===== src/rtl/fila_pkg.sv =====
// Shared sizing constants and the fixed instruction program for the instruction queue.
package fila_pkg;

  localparam int unsigned WIDTH    = 16;
  localparam int unsigned DEPTH    = 8;
  localparam int unsigned PROG_LEN = 16;
  localparam int unsigned PTR_W    = 3;
  localparam int unsigned CNT_W    = 4;
  localparam int unsigned PC_W     = 5;
  localparam int unsigned ADDR_W   = 4;

  localparam logic [WIDTH-1:0] PROGRAM [PROG_LEN] = '{
    16'hA000, 16'hA001, 16'hA002, 16'hA003,
    16'hA004, 16'hA005, 16'hA006, 16'hA007,
    16'hA008, 16'hA009, 16'hA00A, 16'hA00B,
    16'hA00C, 16'hA00D, 16'hA00E, 16'hA00F
  };

endpackage


===== src/rtl/memoria_de_programa.sv =====
// Read-only program store with a combinational read port.
module memoria_de_programa
  import fila_pkg::*;
(
  input  logic [ADDR_W-1:0] addr_i,
  output logic [WIDTH-1:0]  dado_c
);

  assign dado_c = PROGRAM[addr_i];

endmodule


===== src/rtl/fila_de_instrucoes.sv =====
// Circular instruction queue that prefetches the fixed program and dispatches one
// instruction per Pop, oldest first.
module fila_de_instrucoes #(
  parameter int unsigned WIDTH    = fila_pkg::WIDTH,
  parameter int unsigned DEPTH    = fila_pkg::DEPTH,
  parameter int unsigned PROG_LEN = fila_pkg::PROG_LEN
) (
  input  logic             Clock,
  input  logic             Reset,
  input  logic             Pop,
  output logic [WIDTH-1:0] Instrucao_Despachada,
  output logic             Full,
  output logic             Empty
);

  import fila_pkg::*;

  logic [PTR_W-1:0]  head_q, head_d;
  logic [PTR_W-1:0]  tail_q, tail_d;
  logic [CNT_W-1:0]  count_q, count_d;
  logic [PC_W-1:0]   pc_q, pc_d;
  logic [WIDTH-1:0]  out_q, out_d;
  logic [WIDTH-1:0]  mem_q [DEPTH];
  logic [fila_pkg::WIDTH-1:0] prog_word_c;
  logic              fetch_c;
  logic              pop_c;

  memoria_de_programa u_memoria (
    .addr_i (pc_q[ADDR_W-1:0]),
    .dado_c (prog_word_c)
  );

  // Fetch is blocked on a full edge even when a dispatch frees a slot; refill follows next edge.
  always_comb begin
    head_d  = head_q;
    tail_d  = tail_q;
    count_d = count_q;
    pc_d    = pc_q;
    out_d   = out_q;
    fetch_c = (count_q < CNT_W'(DEPTH)) && (pc_q < PC_W'(PROG_LEN));
    pop_c   = Pop && (count_q != '0);

    if (fetch_c) begin
      tail_d = (tail_q == PTR_W'(DEPTH - 1)) ? '0 : tail_q + PTR_W'(1);
      pc_d   = pc_q + PC_W'(1);
    end

    if (pop_c) begin
      head_d = (head_q == PTR_W'(DEPTH - 1)) ? '0 : head_q + PTR_W'(1);
      out_d  = mem_q[head_q];
    end

    case ({fetch_c, pop_c})
      2'b10:   count_d = count_q + CNT_W'(1);
      2'b01:   count_d = count_q - CNT_W'(1);
      default: count_d = count_q;
    endcase
  end

  always_ff @(posedge Clock or negedge Reset) begin
    if (!Reset) begin
      head_q  <= '0;
      tail_q  <= '0;
      count_q <= '0;
      pc_q    <= '0;
      out_q   <= '0;
    end else begin
      head_q  <= head_d;
      tail_q  <= tail_d;
      count_q <= count_d;
      pc_q    <= pc_d;
      out_q   <= out_d;
    end
  end

  // Queue storage carries no reset; occupancy tracking alone defines valid entries.
  always_ff @(posedge Clock) begin
    if (fetch_c) begin
      mem_q[tail_q] <= WIDTH'(prog_word_c);
    end
  end

  assign Instrucao_Despachada = out_q;
  assign Full                 = (count_q == CNT_W'(DEPTH));
  assign Empty                = (count_q == '0);

endmodule


===== config.mk =====
export PLATFORM = sky130hd
export DESIGN_NAME = fila_de_instrucoes
export DESIGN_NICKNAME = d
export VERILOG_FILES = /design/src/rtl/fila_pkg.sv /design/src/rtl/memoria_de_programa.sv /design/src/rtl/fila_de_instrucoes.sv
export SDC_FILE = /design/constraint.sdc
export NUM_CORES = 1
export LEC_CHECK = 0
export ABC_AREA = 1
export BUFFER_PORTS_ARGS = -buffer_cell sky130_fd_sc_hd__buf_2
export CORE_ASPECT_RATIO = 1.1
export CORE_MARGIN = 3
export CORE_UTILIZATION = 53
export DETAILED_ROUTE_END_ITERATION = 12
export GPL_ROUTABILITY_DRIVEN = 0
export PLACE_DENSITY = 0.77
export SKIP_CTS_REPAIR_TIMING = 1
export SYNTH_ARGS = -nofsm -noshare
export SYNTH_HDL_FRONTEND = slang
export SYNTH_SLANG_ARGS = --single-unit

===== constraint.sdc =====
create_clock -name Clock -period 1.8 [get_ports Clock]
set_input_delay 0.45 -clock Clock [delete_from_list [all_inputs] [get_ports Clock]]
set_output_delay 0.45 -clock Clock [all_outputs]
set_load 0.02 [all_outputs]

==> impl_metrics.env, run 1 <==
export IMPL_start_util_pct=56.8
export IMPL_vias_per_cell=4.98
export IMPL_ctsHtreeMaxLevel=2
export IMPL_fin_nets=287
export IMPL_hold_ws_ns=0.0911
export IMPL_fin_cells=330
export IMPL_route_detailed_drc=0
export IMPL_rsz0062_at_grt="yes"
export IMPL_cts_root_buf="clkbuf_8"
export IMPL_ant_nets=0
export IMPL_crit_family="flip-flops"
export IMPL_numCtsBuffers=5
export IMPL_clock_fmax_ghz=0.572
export IMPL_dieWidth_um=71.8
export IMPL_crit_path_frequent_cell="buf_4"
export IMPL_r2r_start="count_q[0]"
export IMPL_dr_pass1_iters=4
export IMPL_stdcell_area_sq_um=2770
export IMPL_slew_violations=0
export IMPL_grt_pass1_vias=1599
export IMPL_grt_max_degree=21
export IMPL_grt_antenna_before_repair=0
export IMPL_fill_cells=365
export IMPL_cp_slowest_cell="dfrtp_1"
export IMPL_hpwl_um=3160
export IMPL_synth_seq_cells=52
export IMPL_syn_area_per_cell_sq_um=9.90
export IMPL_area_growth_pct=9.87
export IMPL_worstPathMaxFanout=4
export IMPL_place_inst=319
export IMPL_power_density_nw_per_um2=1780
export IMPL_finalCriticalPeriod_ns=1.75
export IMPL_drtIter0Drc=97
export IMPL_grt_pass1_wl_um=7360
export IMPL_pre_cts_ws_ns=0.0690
export IMPL_fin_util_pct=62.4
export IMPL_cp_data_arrival_time_ns=1.30
export IMPL_postPlaceCellArea_sq_um=2620
export IMPL_ios=21
export IMPL_port_buffers=10
export IMPL_r2r_end="count_q[3]"
export IMPL_crit_buf_inv=2
export IMPL_ys_types=28
export IMPL_crit_path_end_kind="output port"
export IMPL_ys_seq_area_share_pct=57.9
export IMPL_grt_use_total_pct=17.1
export IMPL_yosysWarnings=0
export IMPL_hold_viol=0
export IMPL_dieArea_sq_um=5630
export IMPL_antenna_cells=0
export IMPL_die_y_um=78.4
export IMPL_hold_path_class="in2async"
export IMPL_routedWlPerCell_um=13.3
export IMPL_cts_buffer_depth=2
export IMPL_coreArea_sq_um=4440
export IMPL_setup_viol=0
export IMPL_worstPathCellList="buf_4 > nor4_4 > buf_4"
export IMPL_path_class="reg2out"
export IMPL_clk_pin_slew_worst_paths_ns=0.09
export IMPL_clkLatencyLatePin_ns=0.30
export IMPL_rows=25
export IMPL_layout_setup_ws_ns=0.0514
export IMPL_maxCapViolations=0
export IMPL_peakVddDrop_uv=852
export IMPL_outcome="complete, no violations"
export IMPL_finClkSkew_ns=0.00708
export IMPL_vias=1643
export IMPL_grt_overflow=0
export IMPL_finalCritPeriodShare_pct=97.1
export IMPL_required_ns=1.35
export IMPL_syn_cell_area_sq_um=2520
export IMPL_totalWireLength_um=4400
export IMPL_clock_sinks=52
export IMPL_ff2ff_setup_slack_ns=0.05
export IMPL_cts_tree="built"
export IMPL_cp_start_kind="register"
export IMPL_r2r_cells=12
export IMPL_drive_above_1_share_pct=18.1
export IMPL_slowest_delay_ns=0.40
export IMPL_synth_cells=255
export IMPL_leakage_uw=0.00131
[cells in the mapped netlist]
library cell / n / area, sq um
nand3_2: 5 / 50.1
conb_1: 1 / 3.75
nand3_1: 23 / 115
nor4_1: 1 / 6.26
xnor2_1: 3 / 26.3
nor2_1: 12 / 45.0
o21ai_2: 3 / 26.3
o22ai_1: 1 / 6.26
o21ai_0: 4 / 20.0
buf_2: 1 / 5.00
ha_1: 8 / 100
a21oi_1: 1 / 5.00
dfrtp_1: 20 / 500
inv_4: 2 / 12.5
nand2_2: 1 / 6.26
or2_1: 2 / 12.5
buf_4: 12 / 90.1
inv_1: 38 / 143
fa_1: 1 / 20.0
nand2_4: 1 / 11.3
buf_12: 1 / 20.0
buf_6: 2 / 22.5
nand2_1: 74 / 278
xor2_1: 2 / 17.5
edfxtp_1: 32 / 961
nor2_2: 1 / 6.26
inv_2: 2 / 7.51
or2_2: 1 / 6.26
[placed cells by master, fill, tap and decap left out]
cell      count
a21oi_1       1
buf_2         9
buf_4        11
clkbuf_1      1
clkbuf_8      7
conb_1       10
dfrtp_1      20
edfxtp_1     32
fa_1          1
ha_1          6
ha_4          2
inv_1        38
inv_2         2
inv_4         2
nand2_1      72
nand2_2       3
nand2_4       1
nand3_1      21
nand3_2       7
nor2_1       12
nor2_2        1
nor4_4        1
o21ai_0       4
o21ai_2       3
o22ai_1       1
or2_1         2
or2_4         1
xnor2_1       3
xor2_1        2
[registers in the layout (all words and copies together), names as in the netlist]
register / flops
mem_q: 32
Instrucao_Despachada: 5
pc_q: 5
count_q: 4
head_q: 3
tail_q: 3
[logic make-up (layout without fill, tap and decap cells)]
kind of cell / after synthesis / in the layout / share of synthesized area [%]
AND/OR/NAND/NOR: 121 / 121 / 21.3
buffers and inverters: 58 / 70 / 11.9
flip-flops: 52 / 52 / 57.9
adder cells (fa/ha/maj): 9 / 9 / 4.76
AO/OA/AOI/OAI: 9 / 9 / 2.28
XOR/XNOR: 5 / 5 / 1.74
other: 1 / 10 / 0.149
[power breakdown]
group,switching [uW],internal [uW]
combinational,1270,831
clock,348,351
sequential,368,1750
total,1990,2940
[worst max-delay path by stage]
stage / startpoint / endpoint / slack, ns / depth (start not counted)
6_report: count_q[0] / Full / 0.05 / 3
3_3_place_gp: count_q[1] / count_q[3] / 0.13 / 12
2_1_floorplan: count_q[1] / count_q[3] / 0.007 / 14
5_1_grt: count_q[3] / count_q[3] / -0.04 / 12
3_5_place_dp: count_q[3] / count_q[3] / 0.07 / 13
4_1_cts: count_q[0] / Full / 0.01 / 3
[final cells by class]
type | count | area, sq um | share of cell area, %
well taps | 54 | 67.6 | 2.44
clock buffers | 8 | 100 | 3.61
repair buffers | 20 | 128 | 4.60
flip-flops and latches | 52 | 1460 | 52.7
inverters | 42 | 163 | 5.87
multi-input cells | 154 | 853 | 30.8
[metal layers]
| metal | part of all wire (%) | routed length (um) | up-vias | global-route usage, % |
|---|---|---|---|---|
| met2 | 49 | 2160 | 40 | 28.1 |
| met5 | 0 | 0 | - | 0 |
| met4 | 1.5 | 68 | 0 | 5.26 |
| met1 | 44 | 1960 | 780 | 22.2 |
| li1 | - | - | 817 | - |
| met3 | 4.9 | 214 | 6 | 4.23 |
[through the flow]
stage	power [uW]	setup TNS (ns)
4_1_cts	4860	0
3_5_place_dp	4160	0
6_report	4930	0
2_1_floorplan	3630	0
5_1_grt	5350	-0.0368
3_3_place_gp	4060	0
Note: power is estimated with default switching activity, not from simulation.
==> run 2: changes to the inputs <==
CORE_UTILIZATION = 59   (was 53)
PLACE_DENSITY = 0.81   (was 0.77)
SYNTH_HIERARCHICAL = 1   (was default)
==> run 2 against run 1 <==
Against the previous run: the flow now finishes with violations (setup timing); design area grew to 2.9 times the previous value; clock power grew to 5.7 times the previous value; first-iteration DRC count grew to 5.8 times the previous value; combinational power grew 140%; global-route usage grew 7.8 points; die area grew 140%; critical endpoint unchanged; largest cell class unchanged.
==> impl_metrics.env, run 2 <==
export IMPL_synth_cells=677
export IMPL_fin_cells=880
export IMPL_area_growth_pct=14.5
export IMPL_worstPathMaxFanout=3
export IMPL_grt_use_total_pct=24.9
export IMPL_r2r_cells=11
export IMPL_antenna_cells=0
export IMPL_slew_violations=0
export IMPL_cp_slowest_cell="dfrtp_1"
export IMPL_slowest_delay_ns=0.39
export IMPL_finClkSkew_ns=0.0207
export IMPL_route_detailed_drc=0
export IMPL_syn_area_per_cell_sq_um=10.4
export IMPL_stdcell_area_sq_um=8040
export IMPL_start_util_pct=60.8
export IMPL_outcome="finished, violations left"
export IMPL_synth_edf_count=128
export IMPL_crit_buf_inv=2
export IMPL_worstPathCellList="buf_6 > nor4_4 > buf_4"
export IMPL_synth_area_top_cells="edfxtp_1 (55%), nand2_1 (12%), dfrtp_1 (11%)"
export IMPL_drtIter0Drc=562
export IMPL_vias=4865
export IMPL_grt_max_degree=37
export IMPL_ys_seq_area_share_pct=65.8
export IMPL_grt_pass1_wl_um=24300
export IMPL_grt_overflow=0
export IMPL_totalWireLength_um=15200
export IMPL_pre_cts_ws_ns=0.0395
export IMPL_rows=41
export IMPL_layout_commonest_cell="nand2_1"
export IMPL_async_reset_ff_share_pct=19.5
export IMPL_ios=21
export IMPL_port_buffers=20
export IMPL_cts_tree="built"
export IMPL_crit_path_end_kind="output port"
export IMPL_netlist_area_leader_share_pct=54.7
export IMPL_fin_nets=729
export IMPL_clock_fmax_ghz=0.550
export IMPL_grt_antenna_before_repair=0
export IMPL_hold_ws_ns=0.475
export IMPL_peakVddDrop_uv=957
export IMPL_coreArea_sq_um=11500
export IMPL_synthFlopType="edfxtp_1"
export IMPL_maxCapViolations=0
export IMPL_finalCriticalPeriod_ns=1.82
export IMPL_clkLatencyLatePin_ns=0.43
export IMPL_min_path_cells=2
export IMPL_dieArea_sq_um=13200
export IMPL_yosysMostFrequentCell="nand2_1"
export IMPL_hold_path_class="reg2reg"
export IMPL_power_density_nw_per_um2=1800
export IMPL_path_class="reg2out"
export IMPL_cp_start_kind="register"
export IMPL_vias_per_cell=5.53
export IMPL_clock_sinks=159
export IMPL_rsz0062_at_grt="yes"
export IMPL_ys_types=28
export IMPL_drive_above_1_share_pct=21.8
export IMPL_layout_common_cells="nand2_1 (217), edfxtp_1 (128), nand3_1 (99), inv_2 (55), inv_1 (34)"
export IMPL_postPlaceCellArea_sq_um=7310
export IMPL_power_uw=14500
export IMPL_hold_viol=0
export IMPL_die_y_um=120
export IMPL_cts_root_buf="clkbuf_16"
export IMPL_grt_pass1_vias=4930
export IMPL_leakage_uw=0.00352
export IMPL_largest_register="mem_q"
export IMPL_clk_pin_slew_worst_paths_ns=0.07
export IMPL_crit_family="flip-flops"
export IMPL_dieWidth_um=110
export IMPL_finalCritPeriodShare_pct=101
export IMPL_place_inst=845
export IMPL_numCtsBuffers=17
export IMPL_synth_seq_cells=159
export IMPL_layout_setup_ws_ns=-0.0183
export IMPL_required_ns=1.35
export IMPL_ff2ff_setup_slack_ns=0.06
export IMPL_dr_pass1_iters=7
export IMPL_violations="setup timing"
export IMPL_yosysWarnings=6
export IMPL_ant_nets=0
export IMPL_largest_reg_flops=128
export IMPL_cp_data_arrival_time_ns=1.37
export IMPL_synth_cells_most_frequent="nand2_1 (218), edfxtp_1 (128), nand3_1 (99)"
export IMPL_cts_buffer_depth=2
export IMPL_ctsHtreeMaxLevel=4
export IMPL_cp_depth=3
export IMPL_syn_cell_area_sq_um=7020
export IMPL_setup_viol=1
export IMPL_hpwl_um=9100
export IMPL_yosys_area_top_type="edfxtp_1"
export IMPL_routedWlPerCell_um=17.3
## run 2: cell count changes after synthesis, moves of 4 or more
cell / delta
buf_2: +11
nand3_1: +76
buf_6: +11
buf_4: +5
dfrtp_1: +11
inv_1: -4
nand3_2: -4
clkinv_1: +17
nand2_1: +144
inv_2: +54
o21ai_1: +6
edfxtp_1: +96
clkinv_2: +6
## run 2: cell families after synthesis
logic type	after synthesis	synth area share, %
flip-flops	159	65.8
XOR/XNOR	5	0.624
buffers and inverters	157	11.0
AO/OA/AOI/OAI	9	0.659
other	2	0.107
AND/OR/NAND/NOR	336	20.1
adder cells (fa/ha/maj)	9	1.71
## run 2: layer usage
metal | routed length, um | GRT usage [%] | up-vias
met5 | 0 | 0 | -
met4 | 438 | 12.2 | 0
met3 | 1200 | 6.62 | 48
met2 | 7890 | 42.2 | 270
met1 | 5660 | 28.9 | 2335
li1 | - | - | 2212
## run 2: where the power goes
| group | internal, uW | switching (uW) | leakage [uW] | total [uW] |
|---|---|---|---|---|
| sequential | 5000 | 501 | 0.00153 | 5500 |
| clock | 2510 | 1450 | 0.000314 | 3950 |
| combinational | 1720 | 3320 | 0.00167 | 5030 |
## run 2: cell type report
type,count,area [sq um]
Clock buffer,19,443
Clock inverter,13,210
Sequential cell,159,4620
Multi-Input combinational cell,371,1730
Fill cell,784,3500
Timing Repair Buffer,54,408
Inverter,114,440
Tap cell,150,188
## run 2: worst paths after layout
kind | end | from
setup reg to reg | count_q[3] | count_q[3]
hold / removal | Instrucao_Despachada[7] | Instrucao_Despachada[7]
max in group asynchronous | head_q[0] | Reset
hold reg to reg | Instrucao_Despachada[7] | Instrucao_Despachada[7]
setup / recovery | Full | count_q[2]
min in group asynchronous | count_q[2] | Reset
## run 2: metrics by stage
step	TNS, ns	utilization, %
3_3_place_gp	0	63.3
4_1_cts	-0.120	69.0
3_5_place_dp	0	63.3
5_1_grt	-0.132	69.6
2_1_floorplan	-9.84	-
6_report	-0.0183	69.6
## run 2: worst register-to-register path, stage by stage, from the launching register on
cell	delay, ns
dfrtp_1	0.43
inv_4	0.13
nand3_4	0.10
nand2_4	0.08
inv_4	0.04
ha_4	0.17
ha_4	0.22
or2_4	0.23
nand3_1	0.09
nand2_1	0.06
nand2_1	0.05
nand2_1	0.05
==> run 3: changes to the inputs <==
ABC_AREA = default   (was 1)
CORE_MARGIN = default   (was 3)
CORE_UTILIZATION = 58   (was 59)
PLACE_DENSITY = 0.8   (was 0.81)
REMOVE_ABC_BUFFERS = 1   (was default)
==> run 3 against run 2 <==
Against the previous run: the run still ends with setup timing left; clock skew is 0.011 ns lower; worst setup slack worse by 0.33 ns; clock-buffer cell count is 2 higher; combinational power is 17% lower; critical path type is now reg2reg; largest cell class unchanged; highest routed layer unchanged.
==> impl_metrics.env, run 3 <==
export IMPL_stdcell_area_sq_um=7580
export IMPL_violations="setup timing"
export IMPL_required_ns=2.08
export IMPL_syn_cell_area_sq_um=6430
export IMPL_cp_data_arrival_time_ns=2.44
export IMPL_start_util_pct=60.8
export IMPL_coreArea_sq_um=10600
export IMPL_largest_reg_flops=128
export IMPL_routedWlPerCell_um=19.3
export IMPL_vias_per_cell=5.66
export IMPL_ff2ff_setup_slack_ns=-0.35
export IMPL_vias=3388
export IMPL_tightestPinTransition_ns=0.691
export IMPL_ys_seq_area_share_pct=71.8
export IMPL_leakage_uw=0.00277
export IMPL_yosysMostFrequentCell="edfxtp_1"
export IMPL_finClkSkew_ns=0.00949
export IMPL_area_growth_pct=17.9
export IMPL_hold_ws_ns=0.478
export IMPL_ys_types=35
export IMPL_largest_register="mem_q"
export IMPL_clk_pin_slew_worst_paths_ns=0.06
export IMPL_die_y_um=112
export IMPL_grt_pass1_wl_um=18100
export IMPL_fill_cells=678
export IMPL_hpwl_um=6860
export IMPL_clock_fmax_ghz=0.465
export IMPL_multi_input_area_sq_um=1710
export IMPL_antenna_cells=0
export IMPL_finalCritPeriodShare_pct=120
export IMPL_synth_area_top_cells="edfxtp_1 (60%), dfrtp_1 (12%), mux2_2 (6.3%)"
export IMPL_ios=21
export IMPL_power_density_nw_per_um2=1650
export IMPL_drtIter0Drc=200
export IMPL_place_inst=567
export IMPL_drive_above_1_share_pct=30.9
export IMPL_dieWidth_um=102
export IMPL_dieArea_sq_um=11500
export IMPL_grt_max_degree=37
export IMPL_setup_viol=5
export IMPL_crit_path_end_kind="register"
export IMPL_postPlaceCellArea_sq_um=6900
export IMPL_yosysWarnings=6
export IMPL_slew_violations=0
export IMPL_cp_start_kind="register"
export IMPL_syn_area_per_cell_sq_um=16.3
export IMPL_grt_antenna_before_repair=0
export IMPL_cts_tree="built"
export IMPL_finalCriticalPeriod_ns=2.15
export IMPL_port_buffers=20
export IMPL_worstPathMaxFanout=4
export IMPL_ff_latch_area_sq_um=4620
export IMPL_grt_pass1_vias=3516
export IMPL_path_class="reg2reg"
export IMPL_ant_nets=0
export IMPL_route_detailed_drc=0
export IMPL_cts_root_buf="clkbuf_16"
export IMPL_synth_cells_most_frequent="edfxtp_1 (128), mux2_2 (36), mux2i_1 (33)"
export IMPL_layout_setup_ws_ns=-0.351
export IMPL_grt_overflow=0
export IMPL_outcome="finished, violations left"
export IMPL_ctsHtreeMaxLevel=4
export IMPL_synth_cells=394
export IMPL_fin_nets=456
export IMPL_maxCapViolations=0
export IMPL_hold_path_class="reg2reg"
export IMPL_clock_sinks=159
export IMPL_async_reset_ff_share_pct=19.5
export IMPL_totalWireLength_um=11500
export IMPL_dr_pass1_iters=5
export IMPL_netlist_area_leader_share_pct=59.7
export IMPL_clkLatencyLatePin_ns=0.42
export IMPL_layout_common_cells="edfxtp_1 (128), mux2_2 (36), mux2i_1 (33), dfrtp_1 (30), nand2_1 (25)"
export IMPL_yosys_area_top_type="edfxtp_1"
export IMPL_synthFlopType="edfxtp_1"
export IMPL_cts_buffer_depth=2
export IMPL_synth_seq_cells=159
export IMPL_layout_commonest_cell="edfxtp_1"
export IMPL_rsz0062_at_grt="yes"
export IMPL_hold_viol=0
export IMPL_synth_edf_count=128
export IMPL_grt_use_total_pct=22.1
export IMPL_numCtsBuffers=17
export IMPL_peakVddDrop_uv=1060
export IMPL_slew_headroom_pct=53.9
export IMPL_fin_cells=599
export IMPL_rows=39
[run 3: final cells by class]
type,instances,area share (%)
clock buffer,21,5.94
inverter,8,0.429
clock inverter,10,1.20
timing repair buffer,55,6.55
tap,143,2.36
sequential,159,60.9
multi-input combinational,203,22.6
[run 3: logic make-up after synthesis]
logic type / count (synthesis) / synth area share (%)
adder cells (fa/ha/maj): 9 / 1.87
multiplexers: 69 / 11.4
XOR/XNOR: 5 / 0.681
flip-flops: 159 / 71.8
AND/OR/NAND/NOR: 52 / 3.73
other: 2 / 0.117
buffers and inverters: 42 / 4.28
AO/OA/AOI/OAI: 56 / 6.09
[run 3: worst max-delay path, stage by stage, from the launching register on]
cell	delay [ns]
dfrtp_1	0.41
nor4_4	0.32
nand2b_4	0.18
inv_2	0.04
ha_4	0.17
ha_4	0.28
inv_4	0.04
nor4_4	0.28
nand4b_1	0.18
o311ai_2	0.12
[run 3: path summary, 6_finish.rpt]
kind,to,cells after the start,from
max,count_q[3],9,count_q[2]
min,Instrucao_Despachada[10],2,Instrucao_Despachada[10]
max reg2reg,count_q[3],9,count_q[2]
min reg2reg,Instrucao_Despachada[10],2,Instrucao_Despachada[10]
max in group asynchronous,count_q[1],3,Reset
min in group asynchronous,Instrucao_Despachada[12],2,Reset
[run 3: per-stage QoR]
stage / worst slack (ns) / TNS (ns) / util (%) / total power (uW)
6_report: -0.351 / -0.800 / 71.6 / 12500
5_1_grt: -0.438 / -1.23 / 71.6 / 13200
4_1_cts: -0.690 / -2.36 / 70.2 / 12300
3_5_place_dp: -0.571 / -1.57 / 65.1 / 9020
3_3_place_gp: -0.334 / -0.756 / 65.1 / 8820
2_1_floorplan: -1.54 / -63.98 / - / 7620
[run 3: report_power, final]
part / switching, uW / total, uW / internal, uW
combinational: 2220 / 4180 / 1950
clock: 1330 / 3250 / 1920
sequential: 434 / 5110 / 4680
[run 3: routing by layer]
metal / GRT usage, % / up-vias / share of wire [%]
met3: 5.92 / 13 / 5.4
met5: 0 / - / 0
li1: - / 1591 / -
met4: 7.52 / 0 / 1.3
met1: 26.5 / 1690 / 39
met2: 38.1 / 94 / 54
